`src/rtl/leaf_sched_pkg.sv`:
```
// Shared constants and types for the leaf output scheduler: packet field
// offsets, destination-table entry and credit width.
package leaf_sched_pkg;

  localparam int unsigned PACKET_BITS   = 49;
  localparam int unsigned PAYLOAD_BITS  = 32;
  localparam int unsigned NUM_LEAF_BITS = 5;
  localparam int unsigned NUM_PORT_BITS = 4;
  localparam int unsigned NUM_ADDR_BITS = PACKET_BITS - 1 - NUM_LEAF_BITS - NUM_PORT_BITS - PAYLOAD_BITS;
  localparam int unsigned NUM_OUT_PORTS = 6;
  localparam int unsigned CREDIT_BITS   = NUM_ADDR_BITS + 1;
  localparam int unsigned INIT_CREDIT   = 2 ** NUM_ADDR_BITS;

  // Packet field positions: {valid, leaf, port, addr, payload}
  localparam int unsigned VALID_BIT = 48;
  localparam int unsigned LEAF_LSB  = 43;
  localparam int unsigned PORT_LSB  = 39;
  localparam int unsigned ADDR_LSB  = 32;

  typedef struct packed {
    logic                     configured;
    logic [NUM_LEAF_BITS-1:0] leaf;
    logic [NUM_PORT_BITS-1:0] dport;
  } dest_entry_t;

endpackage

```
`src/rtl/leaf_rr_arbiter.sv`:
```
// Round-robin arbiter: combinational grant searching from ptr with wrap,
// pointer advances past the winner and holds when nothing is granted.
module leaf_rr_arbiter #(
  parameter int unsigned N  = 6,
  parameter int unsigned IW = $clog2(N)
) (
  input  logic          clk,
  input  logic          reset,
  input  logic [N-1:0]  req,
  output logic          gnt_vld_c,
  output logic [IW-1:0] gnt_idx_c
);

  logic [IW-1:0] ptr_q, ptr_d;
  logic [IW:0]   cand;

  always_comb begin
    gnt_vld_c = 1'b0;
    gnt_idx_c = '0;
    cand      = '0;
    for (int unsigned off = 0; off < N; off++) begin
      cand = {1'b0, ptr_q} + (IW+1)'(off);
      if (cand >= (IW+1)'(N)) cand = cand - (IW+1)'(N);
      if (!gnt_vld_c && req[cand[IW-1:0]]) begin
        gnt_vld_c = 1'b1;
        gnt_idx_c = cand[IW-1:0];
      end
    end
    ptr_d = ptr_q;
    if (gnt_vld_c) ptr_d = (gnt_idx_c == IW'(N - 1)) ? '0 : gnt_idx_c + IW'(1);
  end

  always_ff @(posedge clk or posedge reset) begin
    if (reset) ptr_q <= '0;
    else       ptr_q <= ptr_d;
  end

endmodule

```
`src/rtl/leaf_out_sched.sv`:
```
// Leaf output scheduler: round-robin share of the packet link with per-port
// credits, address counters and destination table. LEAF_SCHED_PERF_EN adds
// per-port sent/stall counters.
module leaf_out_sched
  import leaf_sched_pkg::*;
(
  input  logic                                  clk,
  input  logic                                  reset,
  input  logic [NUM_OUT_PORTS*PAYLOAD_BITS-1:0] din_user,
  input  logic [NUM_OUT_PORTS-1:0]              vld_user,
  output logic [NUM_OUT_PORTS-1:0]              ack_user,
  input  logic                                  resend,
  input  logic                                  cfg_we,
  input  logic [NUM_PORT_BITS-1:0]              cfg_sel,
  input  logic [NUM_LEAF_BITS-1:0]              cfg_leaf,
  input  logic [NUM_PORT_BITS-1:0]              cfg_dport,
  input  logic                                  cr_upd_vld,
  input  logic [NUM_PORT_BITS-1:0]              cr_upd_sel,
  input  logic [CREDIT_BITS-1:0]                cr_upd_amt,
`ifdef LEAF_SCHED_PERF_EN
  input  logic [NUM_PORT_BITS-1:0]              perf_sel,
  output logic [31:0]                           perf_sent,
  output logic [31:0]                           perf_stall,
`endif
  output logic [PACKET_BITS-1:0]                pkt_out
);

  localparam int unsigned IDX_BITS = $clog2(NUM_OUT_PORTS);
  localparam int unsigned SUM_BITS = CREDIT_BITS + 1;

  dest_entry_t              entry_q  [NUM_OUT_PORTS];
  dest_entry_t              entry_d  [NUM_OUT_PORTS];
  logic [CREDIT_BITS-1:0]   credit_q [NUM_OUT_PORTS];
  logic [CREDIT_BITS-1:0]   credit_d [NUM_OUT_PORTS];
  logic [NUM_ADDR_BITS-1:0] addr_q   [NUM_OUT_PORTS];
  logic [NUM_ADDR_BITS-1:0] addr_d   [NUM_OUT_PORTS];
  logic [PAYLOAD_BITS-1:0]  payload  [NUM_OUT_PORTS];
  logic [PACKET_BITS-1:0]   pkt_q, pkt_d;
  logic [NUM_OUT_PORTS-1:0] elig_c;
  logic                     gnt_vld_c;
  logic [IDX_BITS-1:0]      gnt_idx_c;
  logic                     hit, upd;
  logic [SUM_BITS-1:0]      sum;

  always_comb begin
    elig_c  = '0;
    payload = '{default: '0};
    for (int i = 0; i < NUM_OUT_PORTS; i++) begin
      payload[i] = din_user[i*PAYLOAD_BITS +: PAYLOAD_BITS];
      elig_c[i]  = vld_user[i] & entry_q[i].configured & (credit_q[i] != '0) & ~resend;
    end
  end

  leaf_rr_arbiter #(
    .N  (NUM_OUT_PORTS),
    .IW (IDX_BITS)
  ) u_arb (
    .clk       (clk),
    .reset     (reset),
    .req       (elig_c),
    .gnt_vld_c (gnt_vld_c),
    .gnt_idx_c (gnt_idx_c)
  );

  assign ack_user = gnt_vld_c ? (NUM_OUT_PORTS'(1) << gnt_idx_c) : '0;

  // Packet formation plus credit/address/table next state
  always_comb begin
    entry_d  = entry_q;
    credit_d = credit_q;
    addr_d   = addr_q;
    pkt_d    = '0;
    hit      = 1'b0;
    upd      = 1'b0;
    sum      = '0;
    if (gnt_vld_c) begin
      pkt_d[VALID_BIT]                     = 1'b1;
      pkt_d[LEAF_LSB +: NUM_LEAF_BITS]     = entry_q[gnt_idx_c].leaf;
      pkt_d[PORT_LSB +: NUM_PORT_BITS]     = entry_q[gnt_idx_c].dport;
      pkt_d[ADDR_LSB +: NUM_ADDR_BITS]     = addr_q[gnt_idx_c];
      pkt_d[PAYLOAD_BITS-1:0]              = payload[gnt_idx_c];
    end
    for (int i = 0; i < NUM_OUT_PORTS; i++) begin
      hit = gnt_vld_c && (gnt_idx_c == IDX_BITS'(i));
      upd = cr_upd_vld && (cr_upd_sel == NUM_PORT_BITS'(i));
      // Grant never underflows: a zero-credit port is not eligible
      sum = SUM_BITS'(credit_q[i]) - SUM_BITS'(hit) + (upd ? SUM_BITS'(cr_upd_amt) : '0);
      credit_d[i] = (sum > SUM_BITS'(INIT_CREDIT)) ? CREDIT_BITS'(INIT_CREDIT) : CREDIT_BITS'(sum);
      if (hit) addr_d[i] = addr_q[i] + NUM_ADDR_BITS'(1);
      if (cfg_we && (cfg_sel == NUM_PORT_BITS'(i)))
        entry_d[i] = '{configured: 1'b1, leaf: cfg_leaf, dport: cfg_dport};
    end
  end

  always_ff @(posedge clk or posedge reset) begin
    if (reset) begin
      for (int i = 0; i < NUM_OUT_PORTS; i++) begin
        entry_q[i]  <= '0;
        credit_q[i] <= CREDIT_BITS'(INIT_CREDIT);
        addr_q[i]   <= '0;
      end
      pkt_q <= '0;
    end else begin
      entry_q  <= entry_d;
      credit_q <= credit_d;
      addr_q   <= addr_d;
      pkt_q    <= pkt_d;
    end
  end

  assign pkt_out = pkt_q;

`ifdef LEAF_SCHED_PERF_EN
  logic [31:0] sent_q  [NUM_OUT_PORTS];
  logic [31:0] stall_q [NUM_OUT_PORTS];
  logic [31:0] perf_sent_q, perf_stall_q;

  // Free-running wrap-around counters with a registered readout mux
  always_ff @(posedge clk or posedge reset) begin
    if (reset) begin
      for (int i = 0; i < NUM_OUT_PORTS; i++) begin
        sent_q[i]  <= '0;
        stall_q[i] <= '0;
      end
      perf_sent_q  <= '0;
      perf_stall_q <= '0;
    end else begin
      for (int i = 0; i < NUM_OUT_PORTS; i++) begin
        if (ack_user[i]) sent_q[i] <= sent_q[i] + 32'd1;
        if (vld_user[i] && entry_q[i].configured && (credit_q[i] == '0))
          stall_q[i] <= stall_q[i] + 32'd1;
      end
      if (perf_sel < NUM_PORT_BITS'(NUM_OUT_PORTS)) begin
        perf_sent_q  <= sent_q[IDX_BITS'(perf_sel)];
        perf_stall_q <= stall_q[IDX_BITS'(perf_sel)];
      end else begin
        perf_sent_q  <= '0;
        perf_stall_q <= '0;
      end
    end
  end

  assign perf_sent  = perf_sent_q;
  assign perf_stall = perf_stall_q;
`endif

endmodule
```
`config.mk`:
```
export PLATFORM = sky130hd
export DESIGN_NAME = leaf_out_sched
export DESIGN_NICKNAME = d
export VERILOG_FILES = /design/src/rtl/leaf_sched_pkg.sv /design/src/rtl/leaf_rr_arbiter.sv /design/src/rtl/leaf_out_sched.sv
export SDC_FILE = /design/constraint.sdc
export NUM_CORES = 1
export LEC_CHECK = 0
export BUFFER_PORTS_ARGS = -buffer_cell sky130_fd_sc_hd__buf_2
export CORE_MARGIN = 3
export CORE_UTILIZATION = 35
export CTS_CLUSTER_DIAMETER = 100
export DETAILED_ROUTE_END_ITERATION = 10
export GPL_TIMING_DRIVEN = 1
export PLACE_DENSITY = 0.58
export REMOVE_ABC_BUFFERS = 1
export SYNTH_ARGS = -nofsm -noshare
export SYNTH_HDL_FRONTEND = slang
export SYNTH_HIERARCHICAL = 1
export SYNTH_SLANG_ARGS = --single-unit
export TNS_END_PERCENT = 1
```
`constraint.sdc`:
```
create_clock -name clk -period 6.36 [get_ports clk]
set_clock_uncertainty 0.15 [all_clocks]
set_input_delay 0.954 -clock clk [delete_from_list [all_inputs] [get_ports clk]]
set_output_delay 0.954 -clock clk [all_outputs]
set_load 0.1 [all_outputs]
```
==> results.py, run 1 <==
metrics = {
    "status": {
        "status": "finished clean",
    },
    "flow_run": {
        "max_cap_viol_count": 0,
    },
    "clocking": {
        "cts_made_buffers": 24,
        "post_cts_resized": 0,
        "clock_sinks": 202,
        "clk_path_buf_depth": 3,
        "post_cts.repair.setup_buffers": 0,
        "tritoncts": "built",
        "clock_latency_ns": 0.52,
        "htree_levels": 1,
        "hold_buffers": 0,
        "root_buffer": "clkbuf_16",
        "clk_pin_slew_worst_paths_ns": 0.06,
    },
    "detailed_routing": {
        "vias": 11100,
        "dr.pass1.iters": 5,
        "viasPerCell": 5.05,
        "ant_nets": 0,
        "routed_wirelength_um": 37900,
        "drcViolationCount": 0,
        "wl_per_cell_um": 17.2,
        "dr.first_iter.drc_count": 679,
    },
    "sta": {
        "min_period_ns": 5.87,
        "report.final.slew_viol_count": 0,
        "relSlewSlack": 0.326,
        "layout_setup_ws_ns": 0.485,
        "grt_setup_unrepaired": "false",
        "worstMarginPinSlew_ns": 1.01,
        "tns_ns": 0,
        "hold_viol_final": 0,
        "max_clock_freq_mhz": 170,
        "setup_viol": 0,
        "finalCritPeriodShare": 0.924,
    },
    "logic_synthesis": {
        "ys_async_sr_fraction": 1.00,
        "synth-simple-area-share": 0.142,
        "synth-xor-area-share": 0.0482,
        "yosysWarnings": 6,
        "synth_area_per_cell_um2": 10.1,
        "yosys.area.top_type": "dfrtp_1",
        "synth_fa_ha_area_frac": 0.109,
        "syn_inst": 1377,
        "synth.distinct_cells": 85,
        "yosysSeqAreaShare": 0.363,
        "synth.top_cell.area_share": 0.351,
        "synth_top_family_by_area": "multiplexers",
        "syn_area_mm2": 0.0140,
        "synthTopCellsByArea": "dfrtp_1 35%, ha_1 10%, mux4_2 7.7%",
        "synth_top_flop_cell": "dfrtp_1",
        "synth_compound_area_frac": 0.102,
        "synth_mux_area_frac": 0.161,
        "ys_ff_latch": 202,
        "synth-edff-count": 0,
    },
    "worst_setup_path": {
        "critPathMaxStageDelay_ns": 0.55,
        "r2r-start": "u_arb/ptr_q[1]",
        "critPathKind": "flop to flop",
        "r2r_end": "credit_q[36]",
        "start_kind": "flop",
        "crit_family": "simple AND/OR/NAND/NOR gates",
        "cp.arrival_ns": 6.12,
        "worstPathMaxFanout": 9,
        "worstRegToRegCells": 21,
        "cp-end-kind": "flop",
        "cp_num_buf_inv": 3,
        "critical_path_required_ns": 6.60,
        "crit_chain": "inv_1 > ha_1 > and2b_1 > or3b_1 > a31oi_2 > and2_1 > nand2_1 > o211ai_4 > nand2b_2 > nor2_2 > ha_1 > inv_1 > ha_1 > inv_1 > fa_1 > nand2b_1 > a21o_1 > a32oi_1 > xor2_1 > or2_1 > nor2_2",
        "crit_path_top_delay_cell": "dfrtp_1",
        "rrSetupSlack_ns": 0.49,
    },
    "final_layout": {
        "fin_area_mm2": 0.0168,
        "final_nets": 2006,
        "multi_input_area_mm2": 0.00786,
        "nFillCells": 3785,
        "seq_area_mm2": 0.00506,
        "mostFrequentLayoutCells": "279 x buf_2, 210 x inv_1, 196 x dfrtp_1",
        "final_common_cell": "buf_2",
        "syn_to_final_growth_pct": 20.0,
        "layout-drive-gt1-share": 0.298,
    },
    "placed_design": {
        "dp.final_hpwl_um": 29300,
        "port_buffers": 282,
        "place_area_mm2": 0.0160,
        "place_congestion": 0.859,
        "pre_cts_slack_ns": 0.190,
    },
    "floorplanning": {
        "dieWidth_um": 206,
        "die_area_mm2": 0.0423,
        "start_util": 0.358,
        "ios": 283,
        "fp.dieH_um": 206,
        "core_area_mm2": 0.0390,
        "core.rowCount": 72,
    },
    "global_routing": {
        "overflow": 0,
        "grt_pass1_vias": 11047,
        "antenna_found_initial": 3,
        "grt_first_pass_wirelength_um": 58500,
        "grt_use_total": 0.172,
        "grt_max_degree": 138,
    },
    "min_path": {
        "hold_path.class": "input port to asynchronous set/reset pin",
    },
}
-- synthesized netlist by cell type (all sizes together) (13+ instances only) --
master and instances:
nand2 119, a21o 15, mux4 48, o22ai 37, ha 112, nor2 65, xor2 29, and2 39
a21oi 37, buf 34, dfrtp 196, mux2 63, inv 211, nand3 20, nand2b 17, mux2i 43
o21ai 13, xnor2 47, nor3 25, nand4 20, nor4 15
-- sequential cells by signal, indices dropped and copies added, names as in the netlist --
register,flops
entry_q,60
pkt_out,49
credit_q,48
addr_q,42
u_arb/ptr_q,3
-- metrics by stage --
stage | cells | util | hold WS, ns
after floorplan | 1331 | - | 0.285
after global placement | 2152 | 0.410 | 0.299
after detailed placement | 2152 | 0.410 | 0.304
after CTS | 2195 | 0.429 | 0.205
after global routing | 2196 | 0.429 | 0.211
final | 2196 | 0.429 | 0.216
-- cells by family (layout without fill, tap and decap cells) --
logic type,Yosys count,after routing
compound gates,193,193
xor+xnor,76,76
fa+ha+maj,118,118
buf+inv,257,557
flops,202,202
mux,154,154
other cells,0,1
simple gates,377,377
-- worst max path at each step --
stage / from / endpoint / slack [ns] / cells past startpoint
3_3_place_gp: vld_user[0] / credit_q[35] / 0.36 / 22
2_1_floorplan: u_arb/ptr_q[0] / credit_q[35] / -3.84 / 21
6_report: u_arb/ptr_q[1] / credit_q[36] / 0.49 / 21
5_1_grt: u_arb/ptr_q[1] / credit_q[36] / 0.11 / 21
3_5_place_dp: vld_user[0] / credit_q[36] / 0.19 / 22
4_1_cts: u_arb/ptr_q[1] / credit_q[36] / 0.35 / 21
-- cell type report --
| type | count | area share |
|---|---|---|
| timing repair buffer | 303 | 0.0963 |
| tap | 518 | 0.0387 |
| sequential | 202 | 0.302 |
| inverter | 211 | 0.0477 |
| antenna | 1 | 0.000149 |
| clock inverter | 3 | 0.00254 |
| clock buffer | 40 | 0.0431 |
| multi-input combinational | 918 | 0.469 |
-- routing by layer --
| metal | track usage | wire length [µm] | vias to the layer above |
|---|---|---|---|
| li1 | - | - | 5368 |
| met1 | 0.249 | 18000 | 5439 |
| met2 | 0.280 | 17600 | 251 |
| met3 | 0.0206 | 1760 | 40 |
| met4 | 0.0305 | 567 | 2 |
| met5 | 0 | 13 | - |
Power of run 1 is left out: the tool's default activity adds up to more than one toggle a clock period on the data nets, which glitch-free logic cannot reach.
==> run 2: changes to the inputs <==
--- a/config.mk
+++ b/config.mk
@@ -7,11 +7,11 @@
 export LEC_CHECK = 0
 export BUFFER_PORTS_ARGS = -buffer_cell sky130_fd_sc_hd__buf_2
 export CORE_MARGIN = 3
-export CORE_UTILIZATION = 35
+export CORE_UTILIZATION = 51
 export CTS_CLUSTER_DIAMETER = 100
 export DETAILED_ROUTE_END_ITERATION = 10
 export GPL_TIMING_DRIVEN = 1
-export PLACE_DENSITY = 0.58
+export PLACE_DENSITY = 0.79
 export REMOVE_ABC_BUFFERS = 1
 export SYNTH_ARGS = -nofsm -noshare
 export SYNTH_HDL_FRONTEND = slang
==> run 2 against run 1 <==
Effect of this change: non-clock buffer count shrank 1; die area decreased by 31%; cell count fell by 8.4%; first-iteration DRC count grew 20%; register-to-register slack got worse by 0.05 ns; setup slack worse by 0.054 ns; core utilization up 19 points; final area is 1.8% lower; sequential share of layout area up 0.57 points; worst hold slack improved by 0.039 ns.
==> results.py, run 2 (synthesized netlist as in run 1, its figures left out) <==
metrics = {
    "global_routing": {
        "grt_first_pass_wirelength_um": 57400,
        "antenna_found_initial": 4,
        "grt_use_total": 0.244,
        "overflow": 0,
        "grt_pass1_vias": 11215,
        "grt_max_degree": 75,
    },
    "worst_setup_path": {
        "critPathKind": "flop to flop",
        "critical_path_required_ns": 6.62,
        "crit_family": "adder cells",
        "critPathMaxStageDelay_ns": 0.69,
        "cp_num_buf_inv": 4,
        "worstRegToRegCells": 21,
        "crit_chain": "inv_1 > ha_1 > nand3_1 > mux2i_1 > nor4b_2 > a211o_2 > nor4_1 > inv_1 > nand2_1 > nor2_4 > ha_1 > inv_1 > ha_1 > inv_1 > fa_1 > nand2b_1 > a21oi_2 > a31oi_4 > xnor2_1 > o41a_1 > nor3_1",
        "cp-end-kind": "flop",
        "start_kind": "flop",
        "crit_path_frequent_cell": "inv_1",
        "crit_path_top_delay_cell": "ha_1",
        "cp.depth": 21,
        "worstPathMaxFanout": 17,
        "cp.arrival_ns": 6.19,
    },
    "sta": {
        "setup_viol": 0,
        "relSlewSlack": 0.387,
        "grt_setup_unrepaired": "false",
        "max_clock_freq_mhz": 169,
        "report.final.slew_viol_count": 0,
        "min_period_ns": 5.93,
        "worstMarginPinSlew_ns": 0.919,
        "layout_setup_ws_ns": 0.431,
        "hold_viol_final": 0,
        "finalCritPeriodShare": 0.932,
    },
    "flow_run": {
        "max_cap_viol_count": 0,
    },
    "floorplanning": {
        "core_area_mm2": 0.0265,
        "die_area_mm2": 0.0294,
        "core.rowCount": 59,
        "fp.dieH_um": 171,
        "start_util": 0.527,
        "dieWidth_um": 171,
        "ios": 283,
    },
    "detailed_routing": {
        "routed_wirelength_um": 37800,
        "ant_nets": 0,
        "dr.first_iter.drc_count": 818,
        "dr.pass1.iters": 7,
        "wl_per_cell_um": 18.8,
        "vias": 11309,
        "drcViolationCount": 0,
        "viasPerCell": 5.62,
    },
    "clocking": {
        "tritoncts": "built",
        "clock_sinks": 202,
        "root_buffer": "clkbuf_16",
        "clock_latency_ns": 0.51,
        "post_cts_resized": 0,
        "hold_buffers": 0,
        "htree_levels": 1,
        "cts_made_buffers": 22,
        "clk_pin_slew_worst_paths_ns": 0.06,
        "post_cts.repair.setup_buffers": 0,
        "clk_path_buf_depth": 3,
    },
    "final_layout": {
        "fin_cells": 2012,
        "largest_reg_flops": 60,
        "layout-drive-gt1-share": 0.297,
        "syn_to_final_growth_pct": 17.8,
        "top_register": "entry_q",
        "mostFrequentLayoutCells": "279 x buf_2, 210 x inv_1, 196 x dfrtp_1",
        "final_nets": 2003,
        "final_common_cell": "buf_2",
    },
    "placed_design": {
        "dp.final_hpwl_um": 29100,
        "place_congestion": 0.903,
        "dp.cells": 1968,
        "port_buffers": 282,
        "pre_cts_slack_ns": 0.458,
    },
    "status": {
        "status": "finished clean",
    },
    "min_path": {
        "hold_path.class": "input port to asynchronous set/reset pin",
    },
}
-- run 2: cell types whose count changed in the layout (fill, tap and decap cells not counted), moves of 2 or more --
cell and change:
clkinv_2 +2, diode_2 +4, clkbuf_16 -3, clkbuf_1 -3
clkbuf_8 -2
-- run 2: area by class of cell --
cell class              count  area, µm²
fillers                  2126      10100
flip-flops and latches    202       5060
clock buffers              32        608
inverters                 211        800
clock inverters             7       77.6
well taps                 335        419
diodes                      5       12.5
repair buffers            302       1610
multi-input cells         918       7860
-- run 2: worst paths after layout --
path / slack (ns) / startpoint / endpoint
worst max-delay path: 0.43 / u_arb/ptr_q[1] / credit_q[1]
worst min-delay path: 0.25 / reset / u_arb/ptr_q[1]
worst max register to register: 0.43 / u_arb/ptr_q[1] / credit_q[1]
worst min register to register: 0.32 / addr_q[41] / addr_q[41]
max in group asynchronous: 4.38 / reset / entry_q[35]
min in group clk: 0.32 / addr_q[41] / addr_q[41]
-- run 2: metrics by stage --
step	utilization	cell area (µm²)	hold slack (ns)	TNS, ns
floorplan	-	13700	0.285	-345.05
global placement	0.594	15700	0.300	0
detailed placement	0.594	15700	0.308	0
CTS	0.620	16400	0.247	0
global route	0.620	16400	0.266	0
finish	0.621	16400	0.254	0
-- run 2: per-layer routing --
metal,GRT usage,wire [µm],up-vias
li1,-,-,5371
met1,0.334,16100,5555
met2,0.408,18600,323
met4,0.0577,822,2
met3,0.0446,2300,58
met5,0,13,-
Power of run 2 is left out for the same reason.
==> run 3: changes to the inputs <==
--- a/config.mk
+++ b/config.mk
@@ -11,6 +11,7 @@
 export CTS_CLUSTER_DIAMETER = 100
 export DETAILED_ROUTE_END_ITERATION = 10
 export GPL_TIMING_DRIVEN = 1
+export MAX_ROUTING_LAYER = met4
 export PLACE_DENSITY = 0.79
 export REMOVE_ABC_BUFFERS = 1
 export SYNTH_ARGS = -nofsm -noshare
==> run 3 against run 2 <==
Effect of this change: core utilization is 0.53 points higher; via count decreased by 0.82%; sequential cell count unchanged; non-clock buffer count fell by 2; setup slack improved by 0.12 ns; register-to-register slack better by 0.12 ns; cell count fell by 0.15%; final area grew 0.86%; die area did not move; count of clock-buffer cells in the layout shrank 1.
==> results.py, run 3 (synthesized netlist as in run 1, its figures left out) <==
metrics = {
    "status": {
        "status": "finished clean",
    },
    "floorplanning": {
        "core.rowCount": 59,
        "ios": 283,
        "dieWidth_um": 171,
        "core_area_mm2": 0.0265,
        "start_util": 0.527,
        "fp.dieH_um": 171,
        "die_area_mm2": 0.0294,
    },
    "worst_setup_path": {
        "start_kind": "flop",
        "critPathKind": "flop to flop",
        "crit_path_end": "credit_q[1]",
        "startpoint": "u_arb/ptr_q[1]",
        "r2r_end": "credit_q[1]",
        "rrSetupSlack_ns": 0.55,
        "cp.arrival_ns": 6.06,
        "r2r-start": "u_arb/ptr_q[1]",
        "worstPathMaxFanout": 17,
        "cp-end-kind": "flop",
        "worstRegToRegCells": 21,
        "critical_path_required_ns": 6.62,
    },
    "clocking": {
        "hold_buffers": 0,
        "post_cts.repair.setup_buffers": 0,
        "post_cts_resized": 0,
        "htree_levels": 1,
        "root_buffer": "clkbuf_16",
        "clk_path_buf_depth": 3,
        "tritoncts": "built",
        "clock_latency_ns": 0.50,
        "clock_sinks": 202,
        "clk_pin_slew_worst_paths_ns": 0.06,
        "cts_made_buffers": 23,
    },
    "final_layout": {
        "fin_area_mm2": 0.0166,
        "final_nets": 2002,
        "nFillCells": 2125,
        "utilization": 0.626,
        "final_common_cell": "buf_2",
        "mostFrequentLayoutCells": "279 x buf_2, 210 x inv_1, 196 x dfrtp_1",
        "multi_input_area_mm2": 0.00786,
        "seq_area_mm2": 0.00506,
        "largest_reg_flops": 60,
        "top_register": "entry_q",
        "syn_to_final_growth_pct": 18.8,
        "fin_cells": 2009,
        "layout-drive-gt1-share": 0.301,
    },
    "placed_design": {
        "place_congestion": 0.918,
        "place_area_mm2": 0.0157,
        "port_buffers": 282,
        "pre_cts_slack_ns": 0.446,
        "dp.cells": 1966,
        "dp.final_hpwl_um": 28900,
    },
    "global_routing": {
        "grt_max_degree": 141,
        "grt_first_pass_wirelength_um": 57400,
        "overflow": 0,
        "antenna_found_initial": 2,
        "grt_use_total": 0.253,
        "grt_pass1_vias": 11384,
    },
    "sta": {
        "layout_setup_ws_ns": 0.554,
        "worstMarginPinSlew_ns": 0.948,
        "finalCritPeriodShare": 0.913,
        "grt_setup_unrepaired": "false",
        "setup_viol": 0,
        "max_clock_freq_mhz": 172,
        "report.final.slew_viol_count": 0,
        "hold_viol_final": 0,
        "min_period_ns": 5.81,
        "relSlewSlack": 0.368,
    },
    "detailed_routing": {
        "drcViolationCount": 0,
        "wl_per_cell_um": 18.7,
        "routed_wirelength_um": 37500,
        "ant_nets": 0,
        "dr.pass1.iters": 4,
        "dr.first_iter.drc_count": 638,
        "vias": 11216,
        "viasPerCell": 5.58,
    },
    "flow_run": {
        "max_cap_viol_count": 0,
    },
    "min_path": {
        "hold_path.class": "input port to asynchronous set/reset pin",
    },
}
run 3: cell type report:
type,instances,share of cell area
multi-input cells,918,0.474
flip-flops and latches,202,0.305
repair buffers,300,0.0960
inverters,211,0.0482
clock buffers,31,0.0401
well taps,335,0.0253
clock inverters,10,0.0111
diodes,2,0.000302
run 3: layer usage:
metal	vias to the layer above	wire length (µm)	track usage
met3	82	2510	0.0533
met1	5455	16000	0.327
met4	0	1060	0.0777
met5	-	0	-
met2	327	18000	0.403
li1	5352	-	-
run 3: through the flow:
| stage | hold WS, ns | setup TNS [ns] |
|---|---|---|
| final | 0.254 | 0 |
| after global routing | 0.270 | 0 |
| after CTS | 0.254 | 0 |
| after detailed placement | 0.302 | 0 |
| after global placement | 0.300 | 0 |
| after floorplan | 0.285 | -345.05 |
run 3: how the worst min path moves through the flow:
stage | startpoint | to | slack [ns] | cells after the start
6_report | reset | u_arb/ptr_q[1] | 0.25 | 2
5_1_grt | reset | u_arb/ptr_q[0] | 0.27 | 2
4_1_cts | reset | u_arb/ptr_q[1] | 0.25 | 2
3_5_place_dp | entry_q[59] | entry_q[59] | 0.30 | 1
3_3_place_gp | entry_q[59] | entry_q[59] | 0.30 | 1
2_1_floorplan | entry_q[19] | entry_q[19] | 0.28 | 1
run 3: critical path, cell delays in order, from the launching register on:
cell and delay (ns):
dfrtp_1 0.52, inv_1 0.21, ha_1 0.66, nand3_1 0.13
mux2i_1 0.31, a311oi_1 0.11, a211o_2 0.39, nor4_1 0.30
inv_1 0.32, nand2_1 0.28, nor2_4 0.06, ha_1 0.29
inv_1 0.06, ha_1 0.17, inv_1 0.06, fa_1 0.39
nand2b_1 0.17, a21oi_2 0.21, a31oi_4 0.11, xnor2_1 0.15
o41a_1 0.47, nor3_1 0.17
Power of run 3 is left out for the same reason.
